**config.mk**
```make
export PLATFORM = sky130hd
export DESIGN_NAME = ste_hslot_arbiter
export DESIGN_NICKNAME = d
export VERILOG_FILES = /design/src/rtl/ste_mem_pkg.sv /design/src/rtl/ste_hslot_arbiter_rr_pick.sv /design/src/rtl/ste_hslot_arbiter.sv
export SDC_FILE = /design/constraint.sdc
export NUM_CORES = 1
export LEC_CHECK = 0
export ABC_AREA = 1
export BUFFER_PORTS_ARGS = -buffer_cell sky130_fd_sc_hd__buf_2
export CORE_MARGIN = 1.5
export CORE_UTILIZATION = 46
export DETAILED_ROUTE_END_ITERATION = 16
export GPL_TIMING_DRIVEN = 0
export PLACE_DENSITY = 0.87
export SLEW_MARGIN = 20
export SYNTH_ARGS = -nofsm -noshare
export SYNTH_HDL_FRONTEND = slang
export SYNTH_HIERARCHICAL = 1
export SYNTH_SLANG_ARGS = --single-unit
```
**constraint.sdc**
```tcl
create_clock -name clk32 -period 2.86 [get_ports clk32]
set_input_delay 0.143 -clock clk32 [delete_from_list [all_inputs] [get_ports clk32]]
set_output_delay 0.143 -clock clk32 [all_outputs]
set_load 0.01 [all_outputs]
```
**src/rtl/ste_mem_pkg.sv**
```systemverilog
// Shared slot-timing constants and the 64-bit to 16-bit lane selector for the STE memory path.
// Purely declarative: no state, no timing of its own.
package ste_mem_pkg;

  localparam logic [1:0] SLOT_CYCLE = 2'd0;
  localparam logic [1:0] PH_LAST    = 2'd3;
  localparam logic [1:0] PRE_CYCLE  = 2'd3;
  localparam int         AW_DEF     = 23;

  function automatic logic [15:0] word_lane(input logic [63:0] data, input logic [1:0] sel);
    logic [15:0] w;
    case (sel)
      2'd0:    w = data[15:0];
      2'd1:    w = data[31:16];
      2'd2:    w = data[47:32];
      default: w = data[63:48];
    endcase
    return w;
  endfunction

endpackage

```
**src/rtl/ste_hslot_arbiter_rr_pick.sv**
```systemverilog
// Combinational round-robin picker: first set mask bit at or after ptr, wrapping N-1 -> 0.
// Zero latency; any=0 leaves onehot/idx at zero.
module rr_pick #(
  parameter int N  = 3,
  parameter int PW = (N > 1) ? $clog2(N) : 1
) (
  input  logic [N-1:0]  mask,
  input  logic [PW-1:0] ptr,
  output logic [N-1:0]  onehot,
  output logic [PW-1:0] idx,
  output logic          any
);

  int j;

  always_comb begin
    onehot = '0;
    idx    = '0;
    any    = 1'b0;
    j      = 0;
    for (int k = 0; k < N; k++) begin
      j = (int'(ptr) + k) % N;
      if (!any && mask[j]) begin
        any       = 1'b1;
        idx       = PW'(j);
        onehot[j] = 1'b1;
      end
    end
  end

endmodule

```
**src/rtl/ste_hslot_arbiter.sv**
```systemverilog
// Owns the hsync free RAM slot: picks one requester at bus_cycle 3/phase 3, holds read/saddr through
// bus_cycle 0, returns the addressed word with a one-cycle done 4 clk32 later; losers simply keep req high.
module ste_hslot_arbiter
  import ste_mem_pkg::*;
#(
  parameter int NREQ = 3,
  parameter int AW   = AW_DEF
) (
  input  logic              clk32,
  input  logic              reset,
  input  logic [1:0]        bus_cycle,
  input  logic [1:0]        phase,
  input  logic              hsync,
  input  logic [NREQ-1:0]   req,
  input  logic [NREQ-1:0]   urgent,
  input  logic [NREQ*AW-1:0] addr,
  input  logic [63:0]       data,
  output logic              read,
  output logic [AW-1:0]     saddr,
  output logic [NREQ-1:0]   grant,
  output logic [NREQ-1:0]   done,
  output logic [15:0]       word_out
);

  localparam int PW = (NREQ > 1) ? $clog2(NREQ) : 1;

  logic            read_q, read_d;
  logic [AW-1:0]   saddr_q, saddr_d;
  logic [NREQ-1:0] grant_q, grant_d;
  logic [NREQ-1:0] done_q, done_d;
  logic [15:0]     word_q, word_d;
  logic [PW-1:0]   rr_ptr_q, rr_ptr_d;

  logic [NREQ-1:0] u_oh, p_oh, win_oh;
  logic [PW-1:0]   u_idx, p_idx, win_idx;
  logic            u_any, p_any;
  logic            decide, capture;

  assign decide  = (bus_cycle == PRE_CYCLE)  && (phase == PH_LAST);
  assign capture = (bus_cycle == SLOT_CYCLE) && (phase == PH_LAST);

  rr_pick #(.N(NREQ), .PW(PW)) u_pick_urgent (
    .mask   (req & urgent),
    .ptr    (rr_ptr_q),
    .onehot (u_oh),
    .idx    (u_idx),
    .any    (u_any)
  );

  rr_pick #(.N(NREQ), .PW(PW)) u_pick_plain (
    .mask   (req),
    .ptr    (rr_ptr_q),
    .onehot (p_oh),
    .idx    (p_idx),
    .any    (p_any)
  );

  // Urgent requesters pre-empt the plain rotation but share the same pointer.
  assign win_oh  = u_any ? u_oh  : p_oh;
  assign win_idx = u_any ? u_idx : p_idx;

  always_comb begin
    read_d   = read_q;
    saddr_d  = saddr_q;
    grant_d  = grant_q;
    done_d   = '0;
    word_d   = word_q;
    rr_ptr_d = rr_ptr_q;
    if (decide) begin
      if (hsync && p_any) begin
        grant_d  = win_oh;
        saddr_d  = addr[int'(win_idx)*AW +: AW];
        read_d   = 1'b1;
        rr_ptr_d = (win_idx == PW'(NREQ-1)) ? '0 : win_idx + PW'(1);
      end else begin
        grant_d = '0;
        read_d  = 1'b0;
      end
    end else if (capture) begin
      if (grant_q != '0) begin
        word_d = word_lane(data, saddr_q[1:0]);
        done_d = grant_q;
      end
      grant_d = '0;
      read_d  = 1'b0;
    end
  end

  always_ff @(posedge clk32) begin
    if (reset) begin
      read_q   <= 1'b0;
      saddr_q  <= '0;
      grant_q  <= '0;
      done_q   <= '0;
      word_q   <= '0;
      rr_ptr_q <= '0;
    end else begin
      read_q   <= read_d;
      saddr_q  <= saddr_d;
      grant_q  <= grant_d;
      done_q   <= done_d;
      word_q   <= word_d;
      rr_ptr_q <= rr_ptr_d;
    end
  end

  assign read     = read_q;
  assign saddr    = saddr_q;
  assign grant    = grant_q;
  assign done     = done_q;
  assign word_out = word_q;

endmodule

```
# After elaboration in Yosys (flattened, before gate mapping)

Index checks and enable logic that the tools add are counted.
W data, S select, Z words.

Logic and storage cells: 106
Bits of input ports: 146
Output and inout port bits: 46
Bits in registers: 48

Order comparisons: 6
Add/sub/neg operators: 3
Shift-type cells: 1
Multiply operators: 1
Mux-type cells: 52
Div/mod/pow operators: 3
Reductions and logical operators: 21
Eq/ne operators: 5
Bitwise operators: 8

Operators by type and width:

| operator                | number |
|---|---|
| $ge A32 B1 Y1 const B   | 3 |
| $lt A32 B4 Y1 const B   | 3 |
| $shiftx A69 B8 Y23      | 1 |
| $mod A32 B3 Y32 const B | 2 |
| $pmux W16 S3            | 1 |
| $mod A3 B3 Y32 const B  | 1 |
| $mux W3                 | 10 |
| $mux W1                 | 24 |
| $mux W2                 | 8 |
| $bmux W1 S2             | 6 |
| $or A3 B3 Y3            | 4 |
| $logic_and A1 B1 Y1     | 10 |
| $eq A2 B2 Y1 const B    | 4 |
| $mul A2 B5 Y7 const B   | 1 |
| $demux W1 S2            | 3 |
| $logic_not A1 Y1        | 4 |
| $logic_not A2 Y1        | 2 |
| $reduce_or A4 Y1        | 1 |
| $add A2 B1 Y3 const B   | 1 |
| $add A2 B2 Y3 const B   | 1 |
| $and A3 B3 Y3           | 1 |
| $not A1 Y1              | 3 |
| $reduce_and A3 Y1       | 1 |
| $reduce_bool A3 Y1      | 1 |
| other kinds (4)         | 4 |

# Depth between registers and ports, before layout

Word-level depth: 14
Gate-level depth with buffers: 20
Depth with buffers taken out: 19

# Hierarchy

Netlist, hierarchy kept.

By module, submodules not included:

| module            | cells an instance | sequential area each (um^2) | instances | area an instance (um^2) |
|---|---|---|---|---|
| ste_hslot_arbiter | 468               | 960.9                       | 1         | 2874.0 |
| rr_pick           | 61                | 0.0                         | 2         | 320.3 |

# Least setup slack after synthesis

Ideal clock, no wire load.

Kind: reg-to-reg
From: register rr_ptr_q[0]
To: register saddr_q[10], in the netlist saddr[10]
Data arrival time: 2.172 ns
Buffers on the path: 2
Library setup time: 0.117 ns
Slack: 0.571 ns
Clock period less this slack: 2.289 ns
Cell stages (with the launch flop): 19
Cells stage by stage: dfxtp_1 > inv_1 > ha_1 > inv_2 > nand2_1 > nand3_1 > nand2_1 > nand2_1 > or2_1 > buf_4 > inv_4 > nand2_2 > nand2_4 > nor2_8 > buf_6 > nand2_1 > nand2_1 > nor2_1 > nor2_1

Word-level cells in the longest chain between the ends: 14

RTL lines:

| what                                                     | line                            | RTL |
|---|---|---|
| from (decl)                                              | ste_hslot_arbiter.sv:32         | `logic [PW-1:0] rr_ptr_q, rr_ptr_d;` |
| from (signal assigned)                                   | ste_hslot_arbiter.sv:103        | `rr_ptr_q <= rr_ptr_d;` |
| branches (longest 10 deep; another with $mod A32 B3 Y32) | n/a                             |  |
| $mux W1 *                                                | ste_hslot_arbiter_rr_pick.sv:23 | `if (!any && mask[j]) begin` |
| via u_any                                                | ste_hslot_arbiter.sv:36         | `logic u_any, p_any;` |
| $mux W2 *                                                | ste_hslot_arbiter.sv:60         | `assign win_idx = u_any ? u_idx : p_idx;` |
| $mul A2 B5 Y7 *                                          | ste_hslot_arbiter.sv:72         | `saddr_d = addr[int'(win_idx)*AW +: AW];` |
| $shiftx A69 B8 Y23 *                                     | ste_hslot_arbiter.sv:72         |  |
| to (signal assigned)                                     | ste_hslot_arbiter.sv:99         | `saddr_q <= saddr_d;` |
| to (decl)                                                | ste_hslot_arbiter.sv:28         | `logic [AW-1:0] saddr_q, saddr_d;` |

Mark *: on every way through the listed nets, which the timed path passes. The select of a mux whose other input is x is not followed.
A chain may end at the register's enable or synchronous reset.

# Final worst setup path

From: register rr_ptr_q[0]
To: register saddr_q[17], in the netlist saddr[17]

Same word-level chain as after synthesis.

==> summary.md <==
| Metric | Value |
|---|---|
| Total CTS buffers | 5 |
| Count of endpoints failing hold in the final timing report | 0 |
| Post-route setup slack | about 290 ps |
| Max Clock Freq | around 390 MHz |
| Global router's overall resource usage | roughly 28% |
| Maximum level of the CTS H-tree | 2 |
| Setup TNS | 0 ps |
| Largest net degree at the start of global routing | 15 |
| Largest buffer count on any clock path | 2 |
| Count of synthesis-stage warnings from yosys | 6 |
| First-iteration detailed-routing DRC count | ~140 |
| Gate count after technology mapping | 590 |
| Core ar. | around 7300 sq um |
| Outcome | complete, no violations |
| Post-layout instance area | 4710 sq um |
| Antenna violations before repair | 0 |
| Filler-free cell count of the finished design | around 890 |
| GR Overflow Total | 0 |
| Cell count after placement | ~880 |
| Min cycle time layout | around 2600 ps |
| I/O pin cnt | between 150 and 200 |
| Global-route wire length before repair | between 15 and 20 mm |
| Sinks on the clock net | 48 |
| Crit Path Max Fanout | 10 |
| Hold Path Stages | 5 |
| Cells along the critical path | inv_1, ha_2, inv_2, nand2_1, nand3_1, nand2_1, nand2_1, or2_1, buf_4, o21ai_2, buf_2, nand3_1, nand2_1, nor2_1, nor2_1 |
| Via count normalized by instance count | 5.08 |
| Pwr/cell area | ~340 nW/um^2 |
| Number of global-route vias before repair | 4306 |
| Slew margin rel. | between 60% and 70% |
| Startpoint-to-endpoint class of the critical path | reg -> reg |
| Post-detailed-route DRC marker count | 0 |
| Startpoint Class | flop |
| Maximum VDD drop | roughly 220 uV |
| Type of element capturing the critical path | flop |
| Actual slew at the worst max-slew pin | 507 ps |
| Worst path most repeated cell | sky130_fd_sc_hd__nand2_1 |
| Leakage power figure | 0.00252 uW |
| Layout Area Growth over Synthesis | 33.9% |
| Final number of setup-violating endpoints | 0 |
| Avg WL per Cell | 13.1 microns |
| Count of buffers from port buffering | 190 |
| Vias | ~4500 |
| Cell depth of the worst flop-to-flop path | 15 |
| Routed WL | 11.6 mm |
| FILL cells | between 700 and 800 |
| Portion of the post-synthesis area used by sequential elements | a little over a quarter |
| Post-place setup slack | 142 ps |
| Post-synth net total | ~740 |
| Worst hold path class | in -> reg |
| Number of buffers added to fix hold violations after cts | 0 |
| Unrepaired setup endpoints after global routing | false |
| Residual antenna-violating net count after detailed routing | 0 |
| Share of post-route cells with drive strength above 1 | between 30% and 40% |
| Clock root buffer | sky130_fd_sc_hd__clkbuf_8 |
| Post-synthesis average cell area | slightly below 6 sq um |
| Total standard cell area after synthesis | about 3500 sq um |
| Placed wire-length estimate after detailed placement | around 9.4 mm |
| Final slew viol count | 0 |
| Largest stage delay on the critical path | about 410 ps |
| Buffer count from post-CTS setup fixing | 0 |
| Required time worst endpoint | about 3100 ps |
| Number of search-and-repair iterations in the first detailed-routing pass | 4 |
| Die Y-Extent | between 90 and 100 microns |
| Starting density of the core | a little under half |
| RD Place Congestion | between 0.8 and 0.9 |
| Period Utilization, post-route | about nine tenths |
| Number of rows in the core area | 31 |
| Post-layout util | 64.2% |
| Max cap viols | 0 |
| Standard cell with the maximum stage delay on the critical path | sky130_fd_sc_hd__dfxtp_2 |
| Seq cells post-synth | 48 |
| Full die area | just over 8000 sq um |
| Worst clock skew on the final layout | between 6 and 7 ps |
| # diodes | 0 |
| Clock slew at reported path FFs | roughly 90 ps |
| Placement Cell Area | between 4000 and 5000 sq um |
| Clock insertion delay at the later pin of the skew report | ~300 ps |
| Post-cts gate resize count | 0 |
| TritonCTS clock tree | yes |
| Worst endpoint data arrival time | ~2800 ps |
| Unique cell type count in the Yosys netlist | 29 |
| Layout Nets | approximately 940 |
| Width of the die | 90.4 microns |
-- sequential cells by signal, summed over array words and instances (netlist names) --
name / cells
done: 3
grant: 3
read: 1
rr_ptr_q: 2
saddr: 23
word_out: 16
-- worst max-delay path, delay by kind of cell (launching register included) --
family | cells | cell delay (ps)
AOI/OAI and AO/OA | 1 | 260
adders and majority gates | 1 | 400
buffers and inverters | 4 | 620
DFF | 1 | 410
and+or+nand+nor | 9 | 810
-- placed cells by master (no fill, tap or decap), types with 3 or more instances in the layout --
master,n
sky130_fd_sc_hd__a21oi_1,17
sky130_fd_sc_hd__buf_2,202
sky130_fd_sc_hd__buf_4,6
sky130_fd_sc_hd__clkbuf_1,11
sky130_fd_sc_hd__clkbuf_8,5
sky130_fd_sc_hd__dfxtp_1,47
sky130_fd_sc_hd__ha_1,7
sky130_fd_sc_hd__inv_1,33
sky130_fd_sc_hd__inv_2,13
sky130_fd_sc_hd__nand2_1,192
sky130_fd_sc_hd__nand2_2,4
sky130_fd_sc_hd__nand2_4,4
sky130_fd_sc_hd__nand3_1,103
sky130_fd_sc_hd__nand4_1,5
sky130_fd_sc_hd__nor2_1,64
sky130_fd_sc_hd__nor2_4,3
sky130_fd_sc_hd__o21ai_0,40
sky130_fd_sc_hd__o21ai_2,3
sky130_fd_sc_hd__or2_2,11
-- path summary, 6_finish.rpt --
check                           slack (ps)     endpoint        start
worst max-delay path                   290    saddr[17]  rr_ptr_q[0]
worst min-delay path                   140    saddr[19]     addr[42]
worst max register to register         290    saddr[17]  rr_ptr_q[0]
worst min register to register         470  word_out[1]  word_out[1]
-- logic make-up (layout without fill, tap and decap cells) --
| family | Yosys count | after routing | synth area share, % |
|---|---|---|---|
| AO/OA/AOI/OAI | 63 | 63 | 10.2 |
| adder cells (fa/ha/maj) | 8 | 8 | 2.85 |
| buffers and inverters | 78 | 276 | 9.68 |
| flip-flops | 48 | 48 | 27.3 |
| AND/OR/NAND/NOR | 393 | 393 | 49.9 |
-- layout make-up --
class                      count  area (sq um)  area share, %
tap                           99           124           2.63
clock buffer                   6          72.6           1.54
sequential                    48           962           20.4
multi-input combinational    464          2220           47.2
inverter                      49           186           3.96
timing repair buffer         190           951           20.2
clock inverter                 2          35.0          0.744
buffer                        29           154           3.27
-- cells in the mapped netlist --
master | instances | area [sq um]
sky130_fd_sc_hd__inv_2 | 13 | 48.8
sky130_fd_sc_hd__a21oi_1 | 17 | 85.1
sky130_fd_sc_hd__inv_4 | 1 | 6.26
sky130_fd_sc_hd__buf_4 | 6 | 45.0
sky130_fd_sc_hd__nand2_1 | 192 | 721
sky130_fd_sc_hd__nand4_1 | 5 | 31.3
sky130_fd_sc_hd__nor2_2 | 1 | 6.26
sky130_fd_sc_hd__o21ai_1 | 1 | 5.00
sky130_fd_sc_hd__buf_2 | 12 | 60.1
sky130_fd_sc_hd__o21ai_0 | 40 | 200
sky130_fd_sc_hd__nand2_2 | 4 | 25.0
sky130_fd_sc_hd__or2_1 | 2 | 12.5
sky130_fd_sc_hd__clkbuf_1 | 10 | 37.5
sky130_fd_sc_hd__nor2_8 | 1 | 20.0
sky130_fd_sc_hd__o31ai_4 | 2 | 42.5
sky130_fd_sc_hd__nor3_2 | 1 | 10.0
sky130_fd_sc_hd__inv_1 | 33 | 124
sky130_fd_sc_hd__nand3_2 | 2 | 20.0
sky130_fd_sc_hd__nor2_4 | 2 | 22.5
sky130_fd_sc_hd__nand3_1 | 103 | 515
sky130_fd_sc_hd__nand2_4 | 4 | 45.0
sky130_fd_sc_hd__or2_2 | 11 | 68.8
sky130_fd_sc_hd__dfxtp_1 | 48 | 961
sky130_fd_sc_hd__o21ai_2 | 3 | 26.3
sky130_fd_sc_hd__clkinv_1 | 2 | 7.51
sky130_fd_sc_hd__nor3_4 | 1 | 16.3
sky130_fd_sc_hd__buf_6 | 1 | 11.3
sky130_fd_sc_hd__nor2_1 | 64 | 240
sky130_fd_sc_hd__ha_1 | 8 | 100
-- report_power, final --
group / total, uW / switching, uW / internal [uW]
Sequential: 681 / 5.22 / 676
Clock: 485 / 225 / 260
Combinational: 458 / 271 / 187
-- per-layer routing --
metal | track usage [%] | vias up | share of wire [%]
met3 | 6.31 | 28 | 8.4
met1 | 31.4 | 1972 | 39
li1 | - | 2279 | -
met4 | 8.47 | 0 | 2.1
met5 | 0 | - | 0
met2 | 52.6 | 225 | 50
-- through the flow --
step / hold slack [ps] / power, uW
global placement: 440 / 1140
global route: 153 / 1710
finish: 140 / 1620
detailed placement: 452 / 1150
floorplan: 347 / 971
CTS: 138 / 1630
No activity file was read; power rests on OpenSTA's default activity.
